===== src/rtl/hf_frame_seq.sv =====
// -----------------------------------------------------------------------------
// hf_frame_seq
//   Frame/line sequencer wrapped around the hole_filling post-processing core.
//   It accepts a raster disparity stream, gates hole_filling's enable/clken and
//   feeds it pixels. After the last input row it injects FLUSH_LINES zero lines
//   to drain the core's line-delay stages. The filled disparity that comes back
//   is re-framed with end-of-line and end-of-frame markers and handed downstream
//   through a one-entry output register with valid/ready backpressure.
//
// Ports
//   clk, rst          clock; asynchronous reset, active low
//   start             one-cycle pulse in IDLE: latch width/height, begin a frame
//   width, height     frame geometry (1..2047), sampled at start
//   in_valid/in_ready/in_data   input pixel stream {dismatch, occl, disp}
//   hf_clken, hf_enable, hf_din, hf_width   drive the hole_filling core
//   hf_valid, hf_disp            results returned by the hole_filling core
//   out_valid/out_ready/out_disp/out_eol/out_eof   framed output stream
//   busy              high from start accept until the frame completes
//   frame_done        one-cycle pulse when a frame completes (or times out)
//   err_timeout       sticky watchdog flag, cleared by the next start
// -----------------------------------------------------------------------------
module hf_frame_seq #(
    parameter int DWIDTH      = 7,
    parameter int FLUSH_LINES = 3,
    parameter int TO_CYC      = 4096
) (
    input  logic              clk,
    input  logic              rst,
    input  logic              start,
    input  logic [10:0]       width,
    input  logic [10:0]       height,
    input  logic              in_valid,
    output logic              in_ready,
    input  logic [DWIDTH+1:0] in_data,
    output logic              hf_clken,
    output logic              hf_enable,
    output logic [DWIDTH+1:0] hf_din,
    output logic [10:0]       hf_width,
    input  logic              hf_valid,
    input  logic [DWIDTH-1:0] hf_disp,
    output logic              out_valid,
    input  logic              out_ready,
    output logic [DWIDTH-1:0] out_disp,
    output logic              out_eol,
    output logic              out_eof,
    output logic              busy,
    output logic              frame_done,
    output logic              err_timeout
);

    localparam int WD_W = $clog2(TO_CYC + 1);
    localparam logic [WD_W-1:0] WD_MAX = WD_W'(TO_CYC);

    typedef enum logic [1:0] {
        S_IDLE,
        S_LINE,
        S_FLUSH,
        S_DONE
    } state_t;

    state_t            state_q, state_d;
    logic [10:0]       width_q, width_d;
    logic [10:0]       height_q, height_d;
    logic [10:0]       col_q, col_d;
    logic [10:0]       row_q, row_d;
    logic [10:0]       ocol_q, ocol_d;
    logic [10:0]       orow_q, orow_d;
    logic [12:0]       inj_q, inj_d;
    logic [WD_W-1:0]   wd_q, wd_d;
    logic              out_all_q, out_all_d;
    logic              out_valid_q, out_valid_d;
    logic [DWIDTH-1:0] out_disp_q, out_disp_d;
    logic              out_eol_q, out_eol_d;
    logic              out_eof_q, out_eof_d;
    logic              busy_q, busy_d;
    logic              frame_done_q, frame_done_d;
    logic              err_q, err_d;

    logic        clken;
    logic        in_frame;
    logic        accept;
    logic        inject;
    logic        eof_xfer;
    logic        load;
    logic        ld_eol;
    logic [12:0] flush_total;

    // The whole datapath, including hole_filling, advances only while the
    // output register is empty or being drained this cycle.
    assign clken       = ~out_valid_q | out_ready;
    assign in_frame    = (state_q == S_LINE) || (state_q == S_FLUSH);
    assign accept      = (state_q == S_LINE) && in_valid && clken;
    assign eof_xfer    = out_valid_q && out_ready && out_eof_q;
    assign flush_total = 13'(FLUSH_LINES) * {2'b00, width_q};
    // Padding stops as soon as the frame's last pixel leaves, even if some of
    // the flush lines were never needed.
    assign inject      = (state_q == S_FLUSH) && clken && (inj_q < flush_total) && !eof_xfer;
    // Results beyond width*height belong to padding and are dropped.
    assign load        = clken && hf_valid && in_frame && !out_all_q;
    assign ld_eol      = (ocol_q == width_q - 11'd1);

    always_comb begin
        state_d      = state_q;
        width_d      = width_q;
        height_d     = height_q;
        col_d        = col_q;
        row_d        = row_q;
        ocol_d       = ocol_q;
        orow_d       = orow_q;
        inj_d        = inj_q;
        wd_d         = wd_q;
        out_all_d    = out_all_q;
        out_valid_d  = out_valid_q;
        out_disp_d   = out_disp_q;
        out_eol_d    = out_eol_q;
        out_eof_d    = out_eof_q;
        busy_d       = busy_q;
        frame_done_d = 1'b0;
        err_d        = err_q;

        // Input-side sequencing
        case (state_q)
            S_IDLE: begin
                if (start) begin
                    state_d   = S_LINE;
                    width_d   = width;
                    height_d  = height;
                    col_d     = '0;
                    row_d     = '0;
                    ocol_d    = '0;
                    orow_d    = '0;
                    inj_d     = '0;
                    wd_d      = '0;
                    out_all_d = 1'b0;
                    err_d     = 1'b0;
                    busy_d    = 1'b1;
                end
            end
            S_LINE: begin
                if (accept) begin
                    if (col_q == width_q - 11'd1) begin
                        col_d = '0;
                        if (row_q == height_q - 11'd1) begin
                            row_d   = '0;
                            state_d = S_FLUSH;
                        end else begin
                            row_d = row_q + 11'd1;
                        end
                    end else begin
                        col_d = col_q + 11'd1;
                    end
                end
            end
            S_FLUSH: begin
                if (inject) begin
                    inj_d = inj_q + 13'd1;
                end
                // Watchdog: stalled cycles do not count, only clocked ones
                // that return nothing from the core.
                if (clken) begin
                    if (hf_valid) begin
                        wd_d = '0;
                    end else if (wd_q != WD_MAX) begin
                        wd_d = wd_q + 1'b1;
                        if (wd_q + 1'b1 == WD_MAX) begin
                            err_d        = 1'b1;
                            frame_done_d = 1'b1;
                            busy_d       = 1'b0;
                            state_d      = S_IDLE;
                        end
                    end
                end
            end
            S_DONE: begin
                state_d = S_IDLE;
            end
            default: begin
                state_d = S_IDLE;
            end
        endcase

        // Output register: refilled or emptied only on clocked cycles,
        // otherwise it holds its pixel until downstream takes it.
        if (clken) begin
            out_valid_d = load;
            out_eol_d   = 1'b0;
            out_eof_d   = 1'b0;
            if (load) begin
                out_disp_d = hf_disp;
                out_eol_d  = ld_eol;
                out_eof_d  = ld_eol && (orow_q == height_q - 11'd1);
                if (ld_eol) begin
                    ocol_d = '0;
                    if (orow_q == height_q - 11'd1) begin
                        orow_d    = '0;
                        out_all_d = 1'b1;
                    end else begin
                        orow_d = orow_q + 11'd1;
                    end
                end else begin
                    ocol_d = ocol_q + 11'd1;
                end
            end
        end

        // Last pixel handed downstream: completion beats everything else.
        if (eof_xfer && in_frame) begin
            state_d      = S_DONE;
            frame_done_d = 1'b1;
            busy_d       = 1'b0;
            err_d        = err_q;
        end
    end

    always_ff @(posedge clk or negedge rst) begin
        if (!rst) begin
            state_q      <= S_IDLE;
            width_q      <= '0;
            height_q     <= '0;
            col_q        <= '0;
            row_q        <= '0;
            ocol_q       <= '0;
            orow_q       <= '0;
            inj_q        <= '0;
            wd_q         <= '0;
            out_all_q    <= 1'b0;
            out_valid_q  <= 1'b0;
            out_disp_q   <= '0;
            out_eol_q    <= 1'b0;
            out_eof_q    <= 1'b0;
            busy_q       <= 1'b0;
            frame_done_q <= 1'b0;
            err_q        <= 1'b0;
        end else begin
            state_q      <= state_d;
            width_q      <= width_d;
            height_q     <= height_d;
            col_q        <= col_d;
            row_q        <= row_d;
            ocol_q       <= ocol_d;
            orow_q       <= orow_d;
            inj_q        <= inj_d;
            wd_q         <= wd_d;
            out_all_q    <= out_all_d;
            out_valid_q  <= out_valid_d;
            out_disp_q   <= out_disp_d;
            out_eol_q    <= out_eol_d;
            out_eof_q    <= out_eof_d;
            busy_q       <= busy_d;
            frame_done_q <= frame_done_d;
            err_q        <= err_d;
        end
    end

    assign hf_clken    = clken;
    assign in_ready    = (state_q == S_LINE) && clken;
    assign hf_enable   = accept | inject;
    // Padding pixels are valid, zero-disparity, non-hole pixels.
    assign hf_din      = accept ? in_data : '0;
    assign hf_width    = width_q;
    assign out_valid   = out_valid_q;
    assign out_disp    = out_disp_q;
    assign out_eol     = out_eol_q;
    assign out_eof     = out_eof_q;
    assign busy        = busy_q;
    assign frame_done  = frame_done_q;
    assign err_timeout = err_q;

endmodule

===== config.mk =====
export PLATFORM = sky130hd
export DESIGN_NAME = hf_frame_seq
export DESIGN_NICKNAME = d
export VERILOG_FILES = /design/src/rtl/hf_frame_seq.sv
export SDC_FILE = /design/constraint.sdc
export NUM_CORES = 1
export LEC_CHECK = 0
export BUFFER_PORTS_ARGS = -buffer_cell sky130_fd_sc_hd__buf_2
export CAP_MARGIN = 30
export CORE_ASPECT_RATIO = 2
export CORE_UTILIZATION = 60
export DETAILED_ROUTE_END_ITERATION = 8
export PLACE_DENSITY = 0.86
export SYNTH_ARGS = -nofsm -noshare
export SYNTH_HDL_FRONTEND = slang
export SYNTH_SLANG_ARGS = --single-unit

===== constraint.sdc =====
create_clock -name clk -period 5.6 [get_ports clk]
set_input_delay 1.12 -clock clk [delete_from_list [all_inputs] [get_ports clk]]
set_output_delay 1.12 -clock clk [all_outputs]
set_load 0.02 [all_outputs]

# After elaboration in Yosys (flattened, before gate mapping)
# Index checks and enable logic that the tools add are counted.
word_totals:
  ramBits: 0
  ff_bits: 108
  memories: 0
  rom_bits: 0
  word_cells: 150
  input_bits: 44
  latch_bits: 0
classes:
  add_sub_neg: 8
  n_lt_le_gt_ge: 1
  mul: 1
  shifts: 0
  bitwise_logic: 4
  n_reduce_logical: 29
  div: 0
  muxes: 64
  n_eq_ne: 26
op_table:
  columns: ["operator", "count"]
  rows:
  - ["$mux W11", 17]
  - ["$mux W13", 5]
  - ["$pmux W13 S2", 2]
  - ["$add A11 B1 Y11 const B", 4]
  - ["$eq A11 B11 Y1", 4]
  - ["$pmux W11 S2", 2]
  - ["$add A13 B1 Y13 const B", 2]
  - ["$mux W1", 25]
  - ["$sub A11 B1 Y11 const B", 2]
  - ["$mux W2", 9]
  - ["$eq A13 B13 Y1 const B", 1]
  - ["$logic_and A1 B1 Y1", 13]
  - ["$lt A13 B13 Y1", 1]
  - ["$mul A2 B11 Y13 const A", 1]
  - ["$ne A13 B13 Y1 const B", 1]
  - ["$ne A2 B2 Y1 const B", 6]
  - ["$ne A3 B3 Y1 const B", 4]
  - ["$mux W9", 1]
  - ["$ne A3 B2 Y1 const B", 3]
  - ["$pmux W2 S4", 1]
  - ["$reduce_and A4 Y1", 2]
  - ["$reduce_and A8 Y1", 1]
  - ["$reduce_and A7 Y1", 1]
  - ["$ne A3 B1 Y1 const B", 2]
  - ["other kinds (14)", 23]

# Logic depth before layout (Yosys ltp)
# Gate-level depths: netlist of the first run.
depth:
  ltp_word: 8
  depth_mapped: 21
  depth_no_buf: 19

# Least setup slack after synthesis of the first run
# No wires, ideal clock.
synth_timing:
  path_type: "flip-flop to output port"
  start: "reg width_q[1], in the netlist hf_width[1]"
  end: "out hf_enable"
  path_buffers: 0
  t_arrival_ns: 3.236
  setup_slack_ns: 1.244
  path_stages_with_launch: 14
  required_ns: 4.480
  cell_sequence: "dfrtp_1 > ha_1 > fa_1 > a21o_1 > a21oi_1 > o21bai_1 > a21oi_1 > o21bai_1 > a21o_1 > o311a_1 > ha_1 > nor2b_1 > o21ai_0 > a41o_1"
synth_between:
  elab_chain_len: 5
synth_rtl:
  columns: ["item", "line_no", "source"]
  rows:
  - ["start: declaration", "62", "logic [10:0] width_q, width_d;"]
  - ["start signal: assignment", "236", "width_q <= width_d;"]
  - ["$mul A2 B11 Y13", "94", "assign flush_total = 13'(FLUSH_LINES) * {2'b00, width_q};"]
  - ["$lt A13 B13 Y1", "97", "assign inject = (state_q == S_FLUSH) && clken && (inj_q < flush_total) && !eof_xfer;"]
  - ["$logic_and A1 B1 Y1 (2 in a row)", "97", null]
  - ["$or A1 B1 Y1", "257", "assign hf_enable = accept | inject;"]
  - ["end: declaration", "36", "output logic hf_enable,"]
# Every way passes these cells.

# Final worst setup path of the first run
layout_timing:
  start: "reg width_q[0], in the netlist hf_width[0]"
  end: "out hf_enable"
# Same word-level chain as after synthesis.

==> results of run 1 <==
==> registers in the layout, indices dropped and copies added (netlist names), 11 cells and up <==
| name | cells |
|---|---|
| inj_q | 13 |
| hf_width | 11 |
| ocol_q | 11 |
| row_q | 11 |
| orow_q | 11 |
| wd_q | 13 |
| height_q | 11 |
| col_q | 11 |
==> worst register-to-register path, cell delays in order, from the launching register on <==
cell	delay, ns
dfrtp_1	0.51
ha_1	0.29
fa_1	0.41
a21o_1	0.17
a21oi_1	0.23
o21bai_1	0.10
a21oi_1	0.22
o21bai_1	0.09
a21o_1	0.21
o311a_1	0.34
ha_1	0.28
nor2b_1	0.13
o21ai_0	0.21
nand2_1	0.07
nand2_1	0.07
o2111ai_1	0.12
buf_4	0.25
or4_1	0.51
a21oi_1	0.16
==> stage by stage <==
stage | util (%) | hold slack (ns) | std cells | setup WS [ns] | area (µm²)
2_1_floorplan | - | 0.430 | 839 | 1.24 | 7750
3_3_place_gp | 65.5 | 0.442 | 1039 | 1.01 | 8220
3_5_place_dp | 65.5 | 0.447 | 1039 | 0.926 | 8220
4_1_cts | 67.8 | 0.462 | 1054 | 0.526 | 8520
5_1_grt | 67.8 | 0.502 | 1054 | 0.303 | 8520
6_report | 67.8 | 0.460 | 1054 | 0.495 | 8520
==> worst max-delay path by stage <==
stage                            to  cells after the start
final                     hf_enable                     14
after detailed placement  hf_enable                     14
after global placement    hf_enable                     14
after CTS                 hf_enable                     14
after global routing      hf_enable                     14
after floorplan           hf_enable                     13
==> layout by cell type, fill, tap and decap left out, types with 11 or more instances in the layout <==
cell | synthesis | routed
dfrtp_1 | 108 | 108
nand2_1 | 84 | 84
buf_2 | 5 | 78
o21ai_0 | 53 | 53
ha_1 | 48 | 48
a21oi_1 | 46 | 46
inv_1 | 44 | 44
nor2_1 | 42 | 42
xnor2_1 | 35 | 35
nand3_1 | 32 | 32
o31ai_1 | 25 | 25
mux2_2 | 25 | 25
nand2b_1 | 21 | 21
and3_1 | 16 | 16
xnor3_1 | 15 | 15
or3_1 | 14 | 14
nor3_1 | 14 | 14
nor2b_1 | 12 | 12
and2_1 | 12 | 12
mux2i_1 | 12 | 12
or4_1 | 11 | 11
a31oi_1 | 11 | 11
==> where the power goes <==
group | switching [µW] | internal (µW)
registers | 27.5 | 802
clock network | 305 | 349
logic | 72.9 | 55.0
total | 405 | 1210
==> routing by layer <==
metal | up-vias | track usage, % | wire, µm
met3 | 76 | 4.87 | 800
met2 | 208 | 52.5 | 10200
met1 | 3147 | 30.0 | 6560
met5 | - | 0 | 0
met4 | 0 | 19.6 | 1010
li1 | 3144 | - | -
==> cells by family after synthesis <==
logic type,share of synthesized area (%)
AOI/OAI and AO/OA,16.1
DFF,34.9
muxes,5.18
xor gates and xnor gates,10.1
and+or+nand+nor,21.6
adders and majority gates,8.01
buffers and inverters,4.20
==> Yosys cell counts (21+ instances only) <==
cell      count
dfrtp_1     108
nand2_1      84
o21ai_0      53
ha_1         48
a21oi_1      46
inv_1        44
nor2_1       42
xnor2_1      35
nand3_1      32
clkbuf_1     25
mux2_2       25
o31ai_1      25
nand2b_1     21
==> cell type report <==
type                       count  share of cell area (%)
sequential                   108                    31.7
inverter                      44                    1.94
multi-input combinational    652                    55.4
clock buffer                   9                    2.64
tap                          150                    2.20
clock inverter                 6                   0.837
timing repair buffer          85                    5.20
==> flow_summary_export.csv, run 1 <==
group,metric,value,unit
synthesis,synth-edff-count,0,
synthesis,syn-num-nets,932,
die,initial_utilization,61.7,%
layout,seq_area,2700,µm²
worst_setup_path,end_kind,"output port",
layout,drive_gt1_share,15.9,%
timing,rsz0062_at_grt,"false",
worst_setup_path,cp_top_family,"compound AO/OA/AOI/OAI gates",
cts,clock-root-buffer,"clkbuf_16",
worst_setup_path,cp-startpoint,"hf_width[0]$_DFFE_PN0P_",
worst_setup_path,reg2reg_to,"inj_q[12]$_DFFE_PN0P_",
die,fp.dieW,82.4,µm
synthesis,ys_ff_latch,108,
synthesis,syn_avg_cell_area,9.24,µm²
synthesis,yosysTopAreaCell,"dfrtp_1",
hold_path,hold_start,"out_all_q$_DFF_PN0_",
drt,vias_per_cell,6.24,
worst_setup_path,path_cells,"ha_1, fa_1, a21o_1, a21oi_1, o21bai_1, a21oi_1, o21bai_1, a21o_1, o311a_1, ha_1, and4_1, o21ai_0, a41o_1, buf_2",
layout,num-fill-cells,1012,
drt,drt_iter0_markers,448,
cts,cts.sinks,108,
timing,tns,0,ns
timing,skew,0.0137,ns
worst_setup_path,critPathMaxFanout,10,
cts,cts_hold_buf,0,
place,detailed_place_hpwl,13900,µm
layout,multi_input_area,4720,µm²
hold_path,min_path_type,"reg -> reg",
worst_setup_path,cp.arrival,3.98,ns
worst_setup_path,crit_path_max_incr_delay,0.51,ns
synthesis,async_flop_share,100,%
cts,cts_tree,"done",
synthesis,synth_cells,839,
worst_setup_path,r2r_slack,1.16,ns
synthesis,synthFlopType,"dfrtp_1",
worst_setup_path,startpoint_type,"flip-flop",
worst_setup_path,worstPathRequired,4.48,ns
cts,cts_buffers,9,
pwr,ir_worst_vdd,0.000184,V
global_routing,grt_pass1_wl,30100,µm
layout,syn2layout_area_growth,9.90,%
worst_setup_path,critPathSlowestCell,"dfrtp_1",
timing,report.final.slew_viol_count,0,
drt,drtPass1Iterations,7,
timing,setup-violations-final,0,
timing,clock.fmax,196,MHz
worst_setup_path,r2r_start,"hf_width[0]$_DFFE_PN0P_",
layout,nets,993,
synthesis,syn_area,7750,µm²
synthesis,yosys_warnings,0,
cts,cts_setup_buffers,0,
die,ios,80,
timing,layout_min_cycle_time,5.10,ns
timing,hold_violations,0,
worst_setup_path,path_buf_inv,1,
die,num_rows,58,
drt,routed_wl,18500,µm
cts,clockBufferDepth,2,
worst_setup_path,crit_type,"reg -> out",
cts,clk_latency,0.36,ns
synthesis,ys_top_cells_by_area,"dfrtp_1, ha_1, xnor3_1, nand2_1, xnor2_1",
drt,via_count,6575,
hold_path,min_path_cells,2,
drt,drc,0,
global_routing,grt_antenna_before_repair,0,
cts,htree_levels,3,
synthesis,ys_types,74,
outcome,outcome,"completed",
pwr,leakage,0.00400,µW
global_routing,grt_max_degree,62,
synthesis,seq_area_frac_synth,34.9,%
layout,n_antenna_cell,0,
timing,worstMarginPinSlew,0.968,ns
timing,slew_headroom,34.6,%
timing,min_period_over_period,91.2,%
worst_setup_path,r2r_cells,18,
pwr,power_density,189,nW/µm²
place,place_congestion,0.918,
cts,clk_pin_slew_worst_paths,0.07,ns
drt,routedWlPerCell,17.6,µm
drt,antenna_left,0,
die,fp.coreArea,12600,µm²
global_routing,grt_use_total,29.4,%
cts,cts-resized-gates,0,
global_routing,grt_pass1_vias,6464,
hold_path,hold_end,"out_all_q$_DFF_PN0_",
global_routing,overflow,0,
pwr,power.total,1610,µW
job,maxCapViolations,0,
synthesis,yosysTopAreaCellShare,34.9,%
die,die_h,163,µm
die,die-area,13400,µm²
place,port_buffers,79,
No activity file was read; power rests on OpenSTA's default activity.
==> run 2, diff against run 1 <==
- ABC_AREA: default -> 1
==> flow_summary_export.csv, run 2 <==
group,metric,value,unit
worst_setup_path,cp_top_family,"compound AO/OA/AOI/OAI gates",
synthesis,synth.most_common_cell,"nand2_1",
layout,fin_util,67.8,%
synthesis,yosys_warnings,0,
global_routing,overflow,0,
cts,htree_levels,3,
timing,setup-violations-final,0,
worst_setup_path,worstPathRequired,4.48,ns
layout,syn2layout_area_growth,10.5,%
global_routing,grt_antenna_before_repair,0,
layout,final_common_cell,"nand2_1",
place,place_congestion,0.919,
cts,clock-root-buffer,"clkbuf_16",
worst_setup_path,cp.arrival,3.57,ns
worst_setup_path,path_buf_inv,2,
timing,rsz0062_at_grt,"false",
synthesis,syn_area,7920,µm²
job,maxCapViolations,0,
place,detailed_place_hpwl,16100,µm
timing,min_period_over_period,83.8,%
global_routing,grt_pass1_wl,34600,µm
hold_path,min_path_type,"reg -> reg",
timing,report.final.slew_viol_count,0,
synthesis,syn_avg_cell_area,7.16,µm²
synthesis,synth_cells,1107,
die,die-area,13700,µm²
die,ios,80,
cts,cts-resized-gates,0,
drt,routed_wl,21200,µm
worst_setup_path,crit_type,"reg -> out",
pwr,ir_worst_vdd,0.000302,V
cts,cts_setup_buffers,0,
timing,hold_violations,0,
layout,multi_input_area,4620,µm²
global_routing,grt_use_total,31.8,%
synthesis,seq_area_frac_synth,34.1,%
worst_setup_path,crit_path_max_incr_delay,0.47,ns
die,num_rows,59,
layout,nets,1267,
layout,num-fill-cells,1074,
synthesis,syn-num-nets,1200,
layout,seq_area,2700,µm²
die,fp.dieW,83.3,µm
synthesis,yosysTopAreaCellShare,34.1,%
timing,slew_headroom,35.9,%
drt,drtPass1Iterations,5,
pwr,power_density,491,nW/µm²
drt,via_count,7736,
layout,reg_top3,"inj_q: 13 flops, wd_q: 13 flops",
layout,n_antenna_cell,0,
synthesis,ys_ff_latch,108,
place,dpl_cell_area,8420,µm²
drt,routedWlPerCell,15.9,µm
synthesis,ys_top_cells_by_area,"dfrtp_1, nand2_1, nand3_1, ha_1, xor2_1",
worst_setup_path,startpoint_type,"flip-flop",
pwr,leakage,0.00431,µW
drt,vias_per_cell,5.81,
synthesis,synth-edff-count,0,
outcome,outcome,"completed",
timing,worstMarginPinSlew,0.958,ns
cts,clockBufferDepth,2,
drt,antenna_left,0,
synthesis,synthFlopType,"dfrtp_1",
timing,skew,0.0111,ns
synthesis,ys_types,46,
global_routing,grt_pass1_vias,7801,
synthesis,async_flop_share,100,%
worst_setup_path,path_cells,"inv_1, ha_1, nand3_1, and2_1, o221ai_1, nand2_1, a21oi_1, a21oi_1, ha_1, a21oi_1, nand4_1, a41oi_1, o21ai_0, nand2_1, buf_2",
layout,design_area,8760,µm²
global_routing,grt_max_degree,41,
synthesis,yosysTopAreaCell,"dfrtp_1",
layout,drive_gt1_share,11.8,%
die,die_h,165,µm
worst_setup_path,critPathMaxFanout,6,
timing,layout_min_cycle_time,4.69,ns
drt,drc,0,
synthesis,synthTopCellsByCount,"nand2_1, nand3_1, inv_1",
worst_setup_path,end_kind,"output port",
cts,clk_pin_slew_worst_paths,0.08,ns
cts,cts_tree,"done",
place,port_buffers,79,
cts,cts_hold_buf,0,
drt,drt_iter0_markers,503,
worst_setup_path,critPathSlowestCell,"dfrtp_1",
die,fp.coreArea,12900,µm²
timing,tns,0,ns
layout,layout_common_cells,"nand2_1, nand3_1, inv_1",
cts,cts.sinks,108,
die,initial_utilization,61.3,%
cts,clk_latency,0.36,ns
worst_setup_path,crit_path_frequent_cell,"a21oi_1",
timing,clock.fmax,213,MHz
cts,cts_buffers,9,
## run 2: path summary, 6_finish.rpt
path                            cells past startpoint                 endpoint  slack [ns]                     from
min in group asynchronous                           1  hf_width[1]$_DFFE_PN0P_        0.73                      rst
worst max-delay path                               15                hf_enable        0.91  hf_width[2]$_DFFE_PN0P_
worst max register to register                     18    inj_q[12]$_DFFE_PN0P_        1.60  hf_width[2]$_DFFE_PN0P_
max in group asynchronous                           2     row_q[5]$_DFFE_PN0P_        4.03                      rst
worst min register to register                      2  out_disp[4]$_DFFE_PN0P_        0.48  out_disp[4]$_DFFE_PN0P_
worst min-delay path                                2  out_disp[4]$_DFFE_PN0P_        0.48  out_disp[4]$_DFFE_PN0P_
## run 2: layout make-up
cell class,instances,area share (%)
Multi-Input combinational cell,848,52.8
Sequential cell,108,30.9
Inverter,123,5.27
Timing Repair Buffer,84,5.12
Clock buffer,10,2.73
Tap cell,152,2.17
Clock inverter,6,1.09
## run 2: cells by family after synthesis
| group | Yosys count | share of synthesized area, % |
|---|---|---|
| adders and majority gates | 49 | 7.83 |
| AOI/OAI and AO/OA | 137 | 10.1 |
| buffers and inverters | 151 | 7.60 |
| DFF | 108 | 34.1 |
| and+or+nand+nor | 597 | 32.9 |
| xor gates and xnor gates | 65 | 7.45 |
## run 2: worst register-to-register path: stages, from the launching register on
cell and delay, ns:
dfrtp_1 0.47, inv_1 0.13, ha_1 0.39, nand3_1 0.08, and2_1 0.20, o221ai_1 0.31
nand2_1 0.09, a21oi_1 0.25, a21oi_1 0.11, ha_1 0.34, a21oi_1 0.18, nand4_1 0.11
a41oi_1 0.18, o21ai_0 0.14, nand2_1 0.09, nand2_1 0.38, inv_1 0.36, nand2_1 0.08
nand2_1 0.06
## run 2: metrics by stage
stage,worst slack (ns),hold WS [ns],total power [µW],cells
final,0.909,0.483,4300,1331
after global routing,0.697,0.510,4630,1331
after CTS,0.927,0.484,4270,1331
after detailed placement,1.31,0.464,3530,1315
after global placement,1.46,0.458,3450,1314
after floorplan,1.67,0.456,2900,1107
## run 2: metal layers
metal | wire length, µm | global-route usage (%) | vias to the layer above
met5 | 0 | 0 | -
met4 | 1580 | 25.7 | 0
met3 | 682 | 3.00 | 114
met2 | 11600 | 61.4 | 280
met1 | 7260 | 29.8 | 3588
li1 | - | - | 3754
## run 2: report_power, final
part | leakage, µW | internal (µW) | switching (µW) | total (µW)
logic | 0.00270 | 797 | 1670 | 2470
registers | 0.00145 | 924 | 179 | 1100
clock network | 0.000164 | 410 | 313 | 722
total | 0.00431 | 2130 | 2160 | 4300
